**src/rtl/sram_mbist_ctrl.sv**
```systemverilog
// March C- built-in self-test engine for a single-port synchronous SRAM.
// Sequences M0..M5, checks read data one cycle after each read and records first-failure diagnostics.
module sram_mbist_ctrl #(
  parameter int unsigned   AW           = 6,
  parameter int unsigned   DW           = 64,
  parameter logic [DW-1:0] DATA_BG      = '0,
  parameter bit            STOP_ON_FAIL = 1'b0
) (
  input  logic          clk,
  input  logic          rst_n,
  input  logic          start,
  output logic          busy,
  output logic          done,
  output logic          pass,
  output logic [2:0]    fail_elem,
  output logic [AW-1:0] fail_addr,
  output logic [DW-1:0] fail_xor,
  output logic [7:0]    err_cnt,
  output logic          mem_we,
  output logic [AW-1:0] mem_addr,
  output logic [DW-1:0] mem_din,
  input  logic [DW-1:0] mem_dout
);

  typedef enum logic [3:0] {
    S_IDLE, S_M0, S_M1, S_M2, S_M3, S_M4, S_M5, S_DRAIN, S_DONE
  } state_t;

  localparam logic [AW-1:0] ADDR_MAX = '1;
  localparam logic [DW-1:0] BG_0     = DATA_BG;
  localparam logic [DW-1:0] BG_1     = ~DATA_BG;

  state_t        state, state_nxt;
  logic [AW-1:0] addr_nxt, addr_step;
  logic          down, last;
  logic [2:0]    elem;
  logic [DW-1:0] rd_exp, wr_val;
  logic          rd_now, mismatch, stop;

  // Compare tag for the read issued in the previous cycle
  logic          cmp_vld;
  logic [DW-1:0] cmp_exp;
  logic [AW-1:0] cmp_addr;
  logic [2:0]    cmp_elem;

  logic          busy_nxt, done_nxt, pass_nxt, we_nxt, cmp_vld_nxt;
  logic [AW-1:0] mem_addr_nxt, fail_addr_nxt;
  logic [DW-1:0] mem_din_nxt, fail_xor_nxt;
  logic [2:0]    fail_elem_nxt;
  logic [7:0]    err_cnt_nxt;

  // Element number and expected read value of the current state
  always_comb begin
    elem   = 3'd0;
    rd_exp = BG_0;
    case (state)
      S_M1:    begin elem = 3'd1; rd_exp = BG_0; end
      S_M2:    begin elem = 3'd2; rd_exp = BG_1; end
      S_M3:    begin elem = 3'd3; rd_exp = BG_0; end
      S_M4:    begin elem = 3'd4; rd_exp = BG_1; end
      S_M5:    begin elem = 3'd5; rd_exp = BG_0; end
      default: ;
    endcase
  end

  assign rd_now   = (elem != 3'd0) && !mem_we;
  assign mismatch = cmp_vld && (mem_dout != cmp_exp);
  assign stop     = STOP_ON_FAIL && mismatch;

  // State register and all registered outputs
  always_ff @(posedge clk or negedge rst_n) begin
    if (!rst_n) begin
      state     <= S_IDLE;
      busy      <= 1'b0;
      done      <= 1'b0;
      pass      <= 1'b0;
      fail_elem <= '0;
      fail_addr <= '0;
      fail_xor  <= '0;
      err_cnt   <= '0;
      mem_we    <= 1'b0;
      mem_addr  <= '0;
      mem_din   <= '0;
      cmp_vld   <= 1'b0;
      cmp_exp   <= '0;
      cmp_addr  <= '0;
      cmp_elem  <= '0;
    end else begin
      state     <= state_nxt;
      busy      <= busy_nxt;
      done      <= done_nxt;
      pass      <= pass_nxt;
      fail_elem <= fail_elem_nxt;
      fail_addr <= fail_addr_nxt;
      fail_xor  <= fail_xor_nxt;
      err_cnt   <= err_cnt_nxt;
      mem_we    <= we_nxt;
      mem_addr  <= mem_addr_nxt;
      mem_din   <= mem_din_nxt;
      cmp_vld   <= cmp_vld_nxt;
      cmp_exp   <= rd_exp;
      cmp_addr  <= mem_addr;
      cmp_elem  <= elem;
    end
  end

  // Next state and next address; the address only jumps at element boundaries
  always_comb begin
    state_nxt = state;
    addr_nxt  = '0;
    down      = (state == S_M3) || (state == S_M4);
    last      = down ? (mem_addr == '0) : (mem_addr == ADDR_MAX);
    addr_step = down ? (mem_addr - AW'(1)) : (mem_addr + AW'(1));
    case (state)
      S_IDLE: if (start) state_nxt = S_M0;
      S_M0, S_M5: begin
        addr_nxt = addr_step;
        if (last) begin
          if (state == S_M0) state_nxt = S_M1;
          else               state_nxt = S_DRAIN;
        end
      end
      S_M1, S_M2, S_M3, S_M4: begin
        addr_nxt = mem_we ? addr_step : mem_addr;
        if (mem_we && last) begin
          case (state)
            S_M1:    state_nxt = S_M2;
            S_M2:    begin state_nxt = S_M3; addr_nxt = ADDR_MAX; end
            S_M3:    state_nxt = S_M4;
            default: begin state_nxt = S_M5; addr_nxt = '0; end
          endcase
        end
      end
      S_DRAIN: state_nxt = S_DONE;
      default: state_nxt = S_IDLE;
    endcase
    if (stop) state_nxt = S_DONE;
  end

  // Next values of the registered outputs and result bookkeeping
  always_comb begin
    we_nxt        = 1'b0;
    wr_val        = BG_0;
    busy_nxt      = (state_nxt != S_IDLE) && (state_nxt != S_DONE);
    done_nxt      = (state_nxt == S_DONE);
    pass_nxt      = pass;
    fail_elem_nxt = fail_elem;
    fail_addr_nxt = fail_addr;
    fail_xor_nxt  = fail_xor;
    err_cnt_nxt   = err_cnt;
    case (state_nxt)
      S_M0:                   we_nxt = 1'b1;
      S_M1, S_M2, S_M3, S_M4: we_nxt = (state_nxt == state) && !mem_we;
      default:                ;
    endcase
    if ((state_nxt == S_M1) || (state_nxt == S_M3)) wr_val = BG_1;
    mem_din_nxt  = we_nxt ? wr_val : '0;
    mem_addr_nxt = (busy_nxt && (state_nxt != S_DRAIN)) ? addr_nxt : '0;
    cmp_vld_nxt  = rd_now && !stop;

    if ((state == S_IDLE) && start) begin
      pass_nxt      = 1'b0;
      fail_elem_nxt = '0;
      fail_addr_nxt = '0;
      fail_xor_nxt  = '0;
      err_cnt_nxt   = '0;
    end else if (mismatch) begin
      if (err_cnt != 8'hFF) err_cnt_nxt = err_cnt + 8'd1;
      if (err_cnt == 8'd0) begin
        fail_elem_nxt = cmp_elem;
        fail_addr_nxt = cmp_addr;
        fail_xor_nxt  = mem_dout ^ cmp_exp;
      end
    end
    if (state_nxt == S_DONE) pass_nxt = (err_cnt_nxt == 8'd0);
  end

endmodule

```
**config.mk**
```make
export PLATFORM = sky130hd
export DESIGN_NAME = sram_mbist_ctrl
export DESIGN_NICKNAME = d
export VERILOG_FILES = /design/src/rtl/sram_mbist_ctrl.sv
export SDC_FILE = /design/constraint.sdc
export NUM_CORES = 1
export LEC_CHECK = 0
export ABC_AREA = 0
export CAP_MARGIN = 10
export CORE_MARGIN = 5
export CORE_UTILIZATION = 41
export DETAILED_ROUTE_END_ITERATION = 10
export PLACE_DENSITY = 0.77
export SLEW_MARGIN = 20
export SYNTH_ARGS = -nofsm -noshare
export SYNTH_HDL_FRONTEND = slang
export SYNTH_SLANG_ARGS = --single-unit
export TNS_END_PERCENT = 20
```
**constraint.sdc**
```tcl
create_clock -name clk -period 2.7 [get_ports clk]
set_input_delay 0.675 -clock clk [delete_from_list [all_inputs] [get_ports clk]]
set_output_delay 0.675 -clock clk [all_outputs]
set_load 0.02 [all_outputs]
```
==> results of run 1 <==
-- metal layers --
metal  global-route usage [%]  up-vias  routed length (um)
li1                         -     2696                   -
met1                     29.6     2949                9110
met2                     40.5      329               11100
met3                     5.81       43                1620
met4                     10.0        2                 695
met5                        0        -                  13
-- cell usage in the layout, fill, tap and decap left out, types with 5 or more instances in the layout --
| master | instances |
|---|---|
| sky130_fd_sc_hd__a211oi_2 | 23 |
| sky130_fd_sc_hd__nor2_4 | 14 |
| sky130_fd_sc_hd__mux2i_1 | 23 |
| sky130_fd_sc_hd__or4_4 | 9 |
| sky130_fd_sc_hd__a21oi_1 | 11 |
| sky130_fd_sc_hd__inv_1 | 14 |
| sky130_fd_sc_hd__nand2_1 | 17 |
| sky130_fd_sc_hd__a211oi_1 | 41 |
| sky130_fd_sc_hd__o21ai_0 | 7 |
| sky130_fd_sc_hd__clkdlybuf4s50_1 | 202 |
| sky130_fd_sc_hd__nand3_1 | 5 |
| sky130_fd_sc_hd__buf_12 | 7 |
| sky130_fd_sc_hd__dlygate4sd2_1 | 6 |
| sky130_fd_sc_hd__nor2_1 | 55 |
| sky130_fd_sc_hd__nor3_1 | 5 |
| sky130_fd_sc_hd__xnor2_1 | 71 |
| sky130_fd_sc_hd__mux2i_2 | 5 |
| sky130_fd_sc_hd__dlymetal6s2s_1 | 12 |
| sky130_fd_sc_hd__buf_4 | 106 |
| sky130_fd_sc_hd__clkbuf_16 | 16 |
| sky130_fd_sc_hd__nor2_2 | 28 |
| sky130_fd_sc_hd__dfrtp_1 | 106 |
| sky130_fd_sc_hd__buf_6 | 6 |
| sky130_fd_sc_hd__ha_1 | 6 |
| sky130_fd_sc_hd__or4_1 | 9 |
| sky130_fd_sc_hd__nand4_1 | 23 |
-- area by class of cell --
| cell class | instances | area, um^2 | area share (%) |
|---|---|---|---|
| inverter | 15 | 56.3 | 0.561 |
| timing repair buffer | 350 | 3490 | 34.8 |
| antenna | 1 | 2.50 | 0.0249 |
| clock buffer | 11 | 233 | 2.32 |
| tap | 184 | 230 | 2.29 |
| sequential | 107 | 2680 | 26.7 |
| clock inverter | 4 | 73.8 | 0.735 |
| multi-input combinational | 412 | 3270 | 32.6 |
-- power by group through the flow --
stage               logic [mW]  clock network (mW)  registers [mW]
floorplan               0.0571                   0            1.63
global placement         0.314                   0            1.63
detailed placement       0.315                   0            1.63
CTS                      0.319                1.43            1.60
global route             0.354                1.50            1.60
finish                   0.335                1.41            1.60
-- stage by stage --
| step | area (um^2) | cells | worst slack [ns] | utilization (%) | TNS [ns] |
|---|---|---|---|---|---|
| 2_1_floorplan | 6200 | 635 | -0.113 | - | -2.14 |
| 3_3_place_gp | 8860 | 1042 | -0.818 | 60.5 | -43.71 |
| 3_5_place_dp | 8860 | 1042 | -0.867 | 60.5 | -46.29 |
| 4_1_cts | 9690 | 1077 | -0.482 | 66.2 | -27.11 |
| 5_1_grt | 10000 | 1084 | -0.679 | 68.5 | -40.75 |
| 6_report | 10000 | 1084 | -0.595 | 68.5 | -36.08 |
-- worst min path at each step --
stage	startpoint	endpoint	slack (ns)	depth (start not counted)
2_1_floorplan	rst_n	busy$_DFF_PN0_	0.38	0
3_3_place_gp	mem_addr[3]$_DFF_PN0_	cmp_addr[3]$_DFF_PN0_	0.45	0
3_5_place_dp	mem_addr[3]$_DFF_PN0_	cmp_addr[3]$_DFF_PN0_	0.46	0
4_1_cts	rst_n	fail_xor[48]$_DFFE_PN0P_	0.39	1
5_1_grt	rst_n	fail_xor[42]$_DFFE_PN0P_	0.42	1
6_report	rst_n	fail_xor[48]$_DFFE_PN0P_	0.35	1
-- flip-flops by register name, summed over array words and instances, names as in the netlist --
name,flops
fail_xor,64
err_cnt,8
cmp_addr,6
fail_addr,6
mem_addr,6
state,4
cmp_elem,3
fail_elem,3
busy,1
cmp_exp,1
cmp_vld,1
done,1
mem_din,1
mem_we,1
pass,1
-- repair_timing --
item | 4_1_cts | 5_1_grt
setup buffers | 9 | 4
endpoints found under the setup margin | 79 | 86
gates resized for setup | 67 | 85
hold buffers | 0 | 0
gates cloned | 11 | 2
pin swaps | 12 | 13
-- cell families (layout without fill, tap and decap cells) --
kind of cell | after synthesis | after routing
compound gates | 110 | 110
xor+xnor | 74 | 74
fa+ha+maj | 7 | 7
buf+inv | 118 | 380
flops | 107 | 107
mux | 33 | 33
other cells | 0 | 1
simple gates | 186 | 188
-- cell usage after synthesis (all sizes together) (2+ instances only) --
| cell | instances |
|---|---|
| or2 | 4 |
| xor2 | 2 |
| a21o | 2 |
| mux2 | 2 |
| nor3b | 2 |
| dfrtp | 107 |
| or4 | 18 |
| buf | 72 |
| a31oi | 2 |
| nand2b | 2 |
| or3 | 3 |
| mux2i | 31 |
| a211oi | 65 |
| inv | 15 |
| a21oi | 12 |
| o211ai | 3 |
| clkbuf | 31 |
| nand2 | 17 |
| o21ai | 8 |
| nor4 | 3 |
| xnor2 | 72 |
| and2 | 2 |
| nand4 | 24 |
| o31ai | 3 |
| and3 | 5 |
| nor2 | 95 |
| ha | 6 |
| o21ba | 2 |
| nand3 | 5 |
| nor3 | 5 |
| o22ai | 2 |
==> results.yml, run 1 <==
final_layout:
  nFillCells: 1032
  finish.net_count: 969
  drive_gt1_share_pct: 27.6
  syn2layout_area_growth_pct: 63.0
power_and_ir_drop:
  clock_power_share_pct: 42.2
  power.share.combinational_pct: 10.0
  p_int_mw: 2.60
  power.density_nw_per_um2: 334
  sequential_group_share_of_total_power_pct: 47.8
  p_sw_share_pct: 22.3
  static-leakage-power_nw: 4.29
  netSwitchingPower_uw: 748
  max-vdd-ir-drop_v: 0.000360
  totalPowerFinal_mw: 3.35
outcome:
  failed_checks: "negative setup slack"
  outcome: "complete, but fails checks"
global_route:
  grt_usage_pct: 24.1
  initial_antenna_violation_count: 2
  grt_pass1_vias: 6182
  grt_pass1_wl_um: 33800
  globalRoute.totalOverflow: 0
  pin_count_of_the_biggest_net_entering_global_routing: 65
routing:
  detail_route.first_pass.iterations: 4
  postRouteWirelength_um: 22600
  initialDrtViolationCount: 501
  drc: 0
  postRouteAntennaNets: 0
  wl_per_cell_um: 20.8
  detail_routed_via_count_per_cell: 5.55
  number_of_vias_in_the_routed_layout: 6019
clock_tree:
  cts_tree: "built"
  clock_insertion_delay_worst_skew_ns: 0.36
  cts_made_buffers: 9
  clk_pin_slew_worst_paths_ns: 0.08
  cts_root_buffer: "sky130_fd_sc_hd__clkbuf_16"
  cts_sinks: 107
  htree_num_levels: 3
  clock_tree.buffer_depth: 2
timing:
  setup_repair_after_global_routing_missed_its_margin: "yes"
  worstMarginPinSlew_ns: 0.709
  timing.final.crit_share_pct: 122
  setup_slack_ns: -0.595
  timing.hold.ws_ns: 0.349
  finalSetupViolations: 80
  timing_hold_violations_final: 0
  max_clock_freq_mhz: 304
  finClkSkew_ns: 0.0131
  drv_slew: 0
  post_layout_minimum_cycle_time_ns: 3.29
  slew_headroom_pct: 52.7
floorplan:
  core_area_um2: 14600
  number_of_placement_rows: 44
  top_level_ports: 222
  die-area_um2: 17600
  die_width_um: 133
  die_y_um: 133
  initial_utilization_pct: 42.0
synth:
  compound_gate_portion_of_the_synthesized_area_pct: 13.1
  synth-edff-count: 0
  synth_mux_area_share_pct: 5.41
  synthesis.area_um2: 6160
  synth.top_cells.by_area: "sky130_fd_sc_hd__dfrtp_1, sky130_fd_sc_hd__xnor2_1, sky130_fd_sc_hd__a211oi_1"
  post_synth_simple_gate_area_pct: 14.7
  synth-adder-area-share_pct: 1.54
  post_synth_num_cell_types: 49
  netlist_instances: 635
  yosys_warnings: 0
  yosysTopAreaCell: "sky130_fd_sc_hd__dfrtp_1"
  synthFlopType: "sky130_fd_sc_hd__dfrtp_1"
  syn_nets: 709
  ys_seq_elements: 107
  synth-seq-area-share_pct: 43.5
  post_synth_xor_area_fraction_pct: 10.5
  mean_cell_area_of_the_mapped_netlist_um2: 9.70
  synthDominantCellAreaShare_pct: 43.5
  main_combinational_cell_family_by_area_after_synthesis: "simple AND/OR/NAND/NOR gates"
  async_reset_ff_share_pct: 100
place:
  buffer_ports.inserted: 221
  dp_hpwl_um: 14700
  gp_congestion: 0.965
worst_setup_path:
  critical-path-top-delay-family: "buffers and inverters"
  timing.critical_path.arrival_ns: 3.53
  critical_path.n_buffers_inverters: 6
  setup.reg_to_reg.worst_slack_ns: -0.56
  worstSetupStartpoint: "mem_dout[30]"
  capture_instance_of_the_worst_register_to_register_path: "fail_xor[29]$_DFFE_PN0P_"
  crit_path_top_delay_cell: "sky130_fd_sc_hd__or4_1"
  worst-r2r-cell-count: 12
  timing.critical_path.fanout_max: 9
  timing.critical_path.to: "fail_xor[29]$_DFFE_PN0P_"
  timing.critical_path.required_ns: 2.93
  timing.critical_path.slowest_cell_delay_ns: 0.54
  worstPathCellList: "clkdlybuf4s50_1, or4_1, mux2i_1, nand4_1, buf_4, o41ai_4, buf_4, buf_6, buf_6, nor2_4, clkbuf_16, a211oi_1"
  critical_path_class: "in -> reg"
  crit_path_end_kind: "flip-flop"
  regToRegStartpoint: "cmp_exp[62]$_DFF_PN0_"
  cp-start-kind: "input port"
  cp_num_cells: 12
worst_hold_path:
  worstHoldPathType: "in -> async"
run:
  max-cap-violations: 0
No activity file was read; power rests on OpenSTA's default activity.
==> run 2: changes to the inputs <==
--- a/config.mk
+++ b/config.mk
@@ -7,7 +7,7 @@
 export LEC_CHECK = 0
 export ABC_AREA = 0
 export CAP_MARGIN = 10
-export CORE_MARGIN = 5
+export CORE_MARGIN = 1.5
 export CORE_UTILIZATION = 41
 export DETAILED_ROUTE_END_ITERATION = 10
 export PLACE_DENSITY = 0.77
==> results.yml, run 2 (same netlist as run 1, synthesis figures left out) <==
outcome:
  outcome: "complete, but fails checks"
  failed_checks: "negative setup slack"
final_layout:
  postLayoutCoreUtil_pct: 69.9
  multiInputGateArea_um2: 3360
  registers_with_the_most_flip_flops: "fail_xor (64), err_cnt (8)"
  largest_register_ff_count: 64
  final_common_cell: "sky130_fd_sc_hd__clkdlybuf4s50_1"
  top_register: "fail_xor"
  layoutNonFillerInstCount: 1089
  nFillCells: 976
  seqCellArea_um2: 2680
  fin_area_um2: 10200
  drive_gt1_share_pct: 29.0
  syn2layout_area_growth_pct: 65.7
  finish.net_count: 974
  mostFrequentLayoutCells: "sky130_fd_sc_hd__clkdlybuf4s50_1, sky130_fd_sc_hd__dfrtp_1, sky130_fd_sc_hd__buf_4"
place:
  dp_hpwl_um: 14100
  placed_cells_incl_taps: 1043
  dp_slack_ns: -0.903
  dpl-instance-area_um2: 8880
  gp_congestion: 0.878
  buffer_ports.inserted: 221
routing:
  drc: 0
  detail_routed_via_count_per_cell: 5.62
  postRouteWirelength_um: 23000
  number_of_vias_in_the_routed_layout: 6122
  postRouteAntennaNets: 0
  detail_route.first_pass.iterations: 5
  wl_per_cell_um: 21.1
  initialDrtViolationCount: 562
timing:
  max_clock_freq_mhz: 306
  timing.final.crit_share_pct: 121
  finalSetupViolations: 82
  slew_headroom_pct: 61.6
  drv_slew: 0
  timing_hold_violations_final: 0
  finClkSkew_ns: 0.0119
  setup_repair_after_global_routing_missed_its_margin: "yes"
  setup_slack_ns: -0.565
  worstMarginPinSlew_ns: 0.576
  post_layout_minimum_cycle_time_ns: 3.27
floorplan:
  initial_utilization_pct: 42.2
  core_area_um2: 14600
  die_width_um: 126
  die_y_um: 126
  die-area_um2: 15800
  top_level_ports: 222
  number_of_placement_rows: 44
worst_setup_path:
  crit_path_top_delay_cell: "sky130_fd_sc_hd__or4_1"
  critical_path.n_buffers_inverters: 5
  cp_common_cell: "sky130_fd_sc_hd__buf_4"
  timing.critical_path.arrival_ns: 3.50
  crit_path_end_kind: "flip-flop"
  setup.reg_to_reg.worst_slack_ns: -0.55
  timing.critical_path.slowest_cell_delay_ns: 0.49
  critical-path-top-delay-family: "buffers and inverters"
  cp-start-kind: "input port"
  worstPathCellList: "clkdlybuf4s50_1, or4_1, mux2i_1, nand4_1, buf_4, o41ai_4, buf_4, buf_6, nor2_4, buf_12, a211oi_1"
  timing.critical_path.fanout_max: 39
  critical_path_class: "in -> reg"
  timing.critical_path.required_ns: 2.93
clock_tree:
  cts_tree: "built"
  clk_pin_slew_worst_paths_ns: 0.08
  clock_tree.buffer_depth: 2
  cts_sinks: 107
  cts_root_buffer: "sky130_fd_sc_hd__clkbuf_16"
  clock_insertion_delay_worst_skew_ns: 0.35
  htree_num_levels: 3
  cts_made_buffers: 9
  cts_hold_repair.buffers: 0
global_route:
  initial_antenna_violation_count: 1
  grt_pass1_vias: 6032
  grt_pass1_wl_um: 32700
  globalRoute.totalOverflow: 0
  grt_usage_pct: 26.3
  pin_count_of_the_biggest_net_entering_global_routing: 65
power_and_ir_drop:
  static-leakage-power_nw: 4.30
  p_int_mw: 2.50
  max-vdd-ir-drop_v: 0.000301
  totalPowerFinal_mw: 3.27
  netSwitchingPower_uw: 765
  power.density_nw_per_um2: 321
  p_sw_share_pct: 23.4
  clock_power_share_pct: 40.8
  sequential_group_share_of_total_power_pct: 49.0
  power.share.combinational_pct: 10.3
run:
  max-cap-violations: 0
worst_hold_path:
  worstHoldPathType: "in -> async"
run 2: worst paths after layout:
check / startpoint / end / cells past startpoint
max in group asynchronous: rst_n / fail_xor[6]$_DFFE_PN0P_ / 2
setup / recovery: mem_dout[29] / fail_xor[12]$_DFFE_PN0P_ / 11
hold reg to reg: cmp_addr[0]$_DFF_PN0_ / fail_addr[0]$_DFFE_PN0P_ / 2
setup reg to reg: cmp_exp[62]$_DFF_PN0_ / fail_xor[12]$_DFFE_PN0P_ / 11
min in group clk: cmp_addr[0]$_DFF_PN0_ / fail_addr[0]$_DFFE_PN0P_ / 2
hold / removal: rst_n / fail_xor[50]$_DFFE_PN0P_ / 1
run 2: stage by stage:
step	hold WS, ns	TNS [ns]
after floorplan	0.379	-2.14
after global placement	0.473	-54.96
after detailed placement	0.487	-59.32
after CTS	0.326	-30.10
after global routing	0.340	-41.15
final	0.293	-34.46
run 2: final cells by class:
cell class | instances | share of cell area [%]
Clock buffer | 9 | 2.21
Inverter | 15 | 0.552
Timing Repair Buffer | 355 | 35.0
Clock inverter | 6 | 0.638
Tap cell | 184 | 2.26
Multi-Input combinational cell | 412 | 33.0
Antenna cell | 1 | 0.0245
Sequential cell | 107 | 26.3
run 2: power by group through the flow:
stage | clock [mW] | sequential, mW | combinational [mW]
finish | 1.33 | 1.60 | 0.335
global route | 1.41 | 1.60 | 0.352
CTS | 1.33 | 1.60 | 0.313
detailed placement | 0 | 1.63 | 0.309
global placement | 0 | 1.63 | 0.303
floorplan | 0 | 1.63 | 0.0571
run 2: repair_timing:
action	in CTS	in global routing
buffers inserted	11	4
gates resized for setup	39	127
pin swaps	16	27
cloned	12	4
endpoints found under the setup margin	80	88
run 2: layer usage:
| layer | wire length [um] | share of wire [%] | global-route usage [%] | vias to the layer above |
|---|---|---|---|---|
| met5 | 0 | 0 | 0 | - |
| li1 | - | - | - | 2720 |
| met3 | 1590 | 6.9 | 4.79 | 67 |
| met1 | 8750 | 38 | 31.9 | 3015 |
| met2 | 11600 | 51 | 45.0 | 320 |
| met4 | 1030 | 4.5 | 12.4 | 0 |
==> run 3: changes to the inputs <==
--- a/config.mk
+++ b/config.mk
@@ -10,6 +10,7 @@
 export CORE_MARGIN = 1.5
 export CORE_UTILIZATION = 41
 export DETAILED_ROUTE_END_ITERATION = 10
+export GPL_TIMING_DRIVEN = 0
 export PLACE_DENSITY = 0.77
 export SLEW_MARGIN = 20
 export SYNTH_ARGS = -nofsm -noshare
==> results.yml, run 3 (same netlist as run 1, synthesis figures left out) <==
final_layout:
  insertedDiodeCount: 0
  top_register: "fail_xor"
  finish.net_count: 959
  final_common_cell: "sky130_fd_sc_hd__clkdlybuf4s50_1"
  registers_with_the_most_flip_flops: "fail_xor (64), err_cnt (8)"
  largest_register_ff_count: 64
  layoutNonFillerInstCount: 1073
  mostFrequentLayoutCells: "sky130_fd_sc_hd__clkdlybuf4s50_1, sky130_fd_sc_hd__dfrtp_1, sky130_fd_sc_hd__buf_4"
  nFillCells: 1156
  syn2layout_area_growth_pct: 55.5
  drive_gt1_share_pct: 22.5
  fin_area_um2: 9580
timing:
  finalSetupViolations: 59
  setup_slack_ns: -0.340
  timing_hold_violations_final: 0
  finClkSkew_ns: 0.0108
  max_clock_freq_mhz: 329
  slew_headroom_pct: 45.0
  post_layout_minimum_cycle_time_ns: 3.04
  drv_slew: 0
  setup_repair_after_global_routing_missed_its_margin: "yes"
  setup-tns-final_ns: -1.97
  worstMarginPinSlew_ns: 0.825
  timing.final.crit_share_pct: 113
routing:
  detail_routed_via_count_per_cell: 5.30
  wl_per_cell_um: 18.4
  postRouteAntennaNets: 0
  drc: 0
  number_of_vias_in_the_routed_layout: 5688
  initialDrtViolationCount: 453
  detail_route.first_pass.iterations: 7
  postRouteWirelength_um: 19800
clock_tree:
  htree_num_levels: 3
  cts_made_buffers: 9
  cts_hold_repair.buffers: 0
  clock_tree.buffer_depth: 2
  cts_sinks: 107
  clk_pin_slew_worst_paths_ns: 0.08
  clock_insertion_delay_worst_skew_ns: 0.36
  cts_tree: "built"
  cts_root_buffer: "sky130_fd_sc_hd__clkbuf_16"
worst_setup_path:
  timing.critical_path.arrival_ns: 3.29
  critical_path_class: "in -> reg"
  crit_path_end_kind: "flip-flop"
  timing.critical_path.fanout_max: 3
  timing.critical_path.required_ns: 2.95
  worst-r2r-cell-count: 10
  cp-start-kind: "input port"
place:
  dp_hpwl_um: 14300
  dpl-instance-area_um2: 8690
  gp_congestion: 0.861
  placed_cells_incl_taps: 1042
  buffer_ports.inserted: 221
global_route:
  pin_count_of_the_biggest_net_entering_global_routing: 59
  grt_pass1_wl_um: 30700
  grt_pass1_vias: 5461
  initial_antenna_violation_count: 0
  globalRoute.totalOverflow: 0
  grt_usage_pct: 24.7
floorplan:
  core_area_um2: 14600
  top_level_ports: 222
  number_of_placement_rows: 44
  die-area_um2: 15800
  die_y_um: 126
  initial_utilization_pct: 42.2
  die_width_um: 126
worst_hold_path:
  worstHoldPathType: "in -> async"
power_and_ir_drop:
  power.density_nw_per_um2: 333
  max-vdd-ir-drop_v: 0.000311
  static-leakage-power_nw: 4.01
outcome:
  outcome: "complete, but fails checks"
  failed_checks: "negative setup slack"
run:
  max-cap-violations: 0
## run 3: power breakdown
group / switching, mW / internal [mW] / leakage, nW
logic: 0.119 / 0.108 / 2.45
clock network: 0.631 / 0.728 / 0.148
registers: 0 / 1.60 / 1.41
total: 0.750 / 2.44 / 4.01
## run 3: layer usage
layer	track usage, %	share of wire [%]	vias to the layer above
met5	0	0	-
met4	8.89	2.5	0
met3	3.34	5.7	30
met2	42.6	50	208
met1	31.7	41	2787
li1	-	-	2663
## run 3: area by class of cell
type	count	area [um^2]	share of cell area [%]
sequential	107	2680	28.0
clock buffer	9	225	2.35
multi-input combinational	410	3120	32.6
timing repair buffer	240	2370	24.7
tap	184	230	2.40
inverter	15	56.3	0.588
clock inverter	6	76.3	0.797
buffer	102	817	8.53
## run 3: final timing paths
kind,start,to,slack (ns)
worst min-delay path,rst_n,fail_xor[40]$_DFFE_PN0P_,0.25
min in group clk,cmp_addr[2]$_DFF_PN0_,fail_addr[2]$_DFFE_PN0P_,0.49
max in group asynchronous,rst_n,mem_din[62]$_DFF_PN0_,1.75
worst max-delay path,mem_dout[14],pass$_DFFE_PN0P_,-0.34
worst max register to register,cmp_exp[62]$_DFF_PN0_,pass$_DFFE_PN0P_,-0.32
worst min register to register,cmp_addr[2]$_DFF_PN0_,fail_addr[2]$_DFFE_PN0P_,0.49
## run 3: stage by stage
stage	setup slack, ns	power (mW)	hold WS (ns)	util (%)
final	-0.340	3.19	0.255	65.6
after CTS	-0.328	3.20	0.266	63.5
after global routing	-0.455	3.29	0.286	65.6
after floorplan	-0.113	1.69	0.379	-
after global placement	-3.24	1.87	0.473	59.2
after detailed placement	-1.07	1.88	0.485	59.6
## run 3: repair_timing
| action | 4_1_cts | 5_1_grt |
|---|---|---|
| setup endpoints to repair | 91 | 125 |
| resized for setup | 120 | 88 |
| hold endpoints to repair | 0 | 0 |
| pin swaps | 15 | 15 |
| setup buffers | 12 | 3 |
| gates cloned | 2 | 0 |
## run 3: worst max-delay path, stage by stage
cell and delay [ns]:
sky130_fd_sc_hd__dlygate4sd2_1 0.30, sky130_fd_sc_hd__or4_4 0.53, sky130_fd_sc_hd__mux2i_1 0.14, sky130_fd_sc_hd__nand4_1 0.23, sky130_fd_sc_hd__buf_4 0.22, sky130_fd_sc_hd__nor4_4 0.27, sky130_fd_sc_hd__mux2_4 0.34, sky130_fd_sc_hd__o211ai_1 0.16
sky130_fd_sc_hd__o2111ai_1 0.16, sky130_fd_sc_hd__o31ai_1 0.27
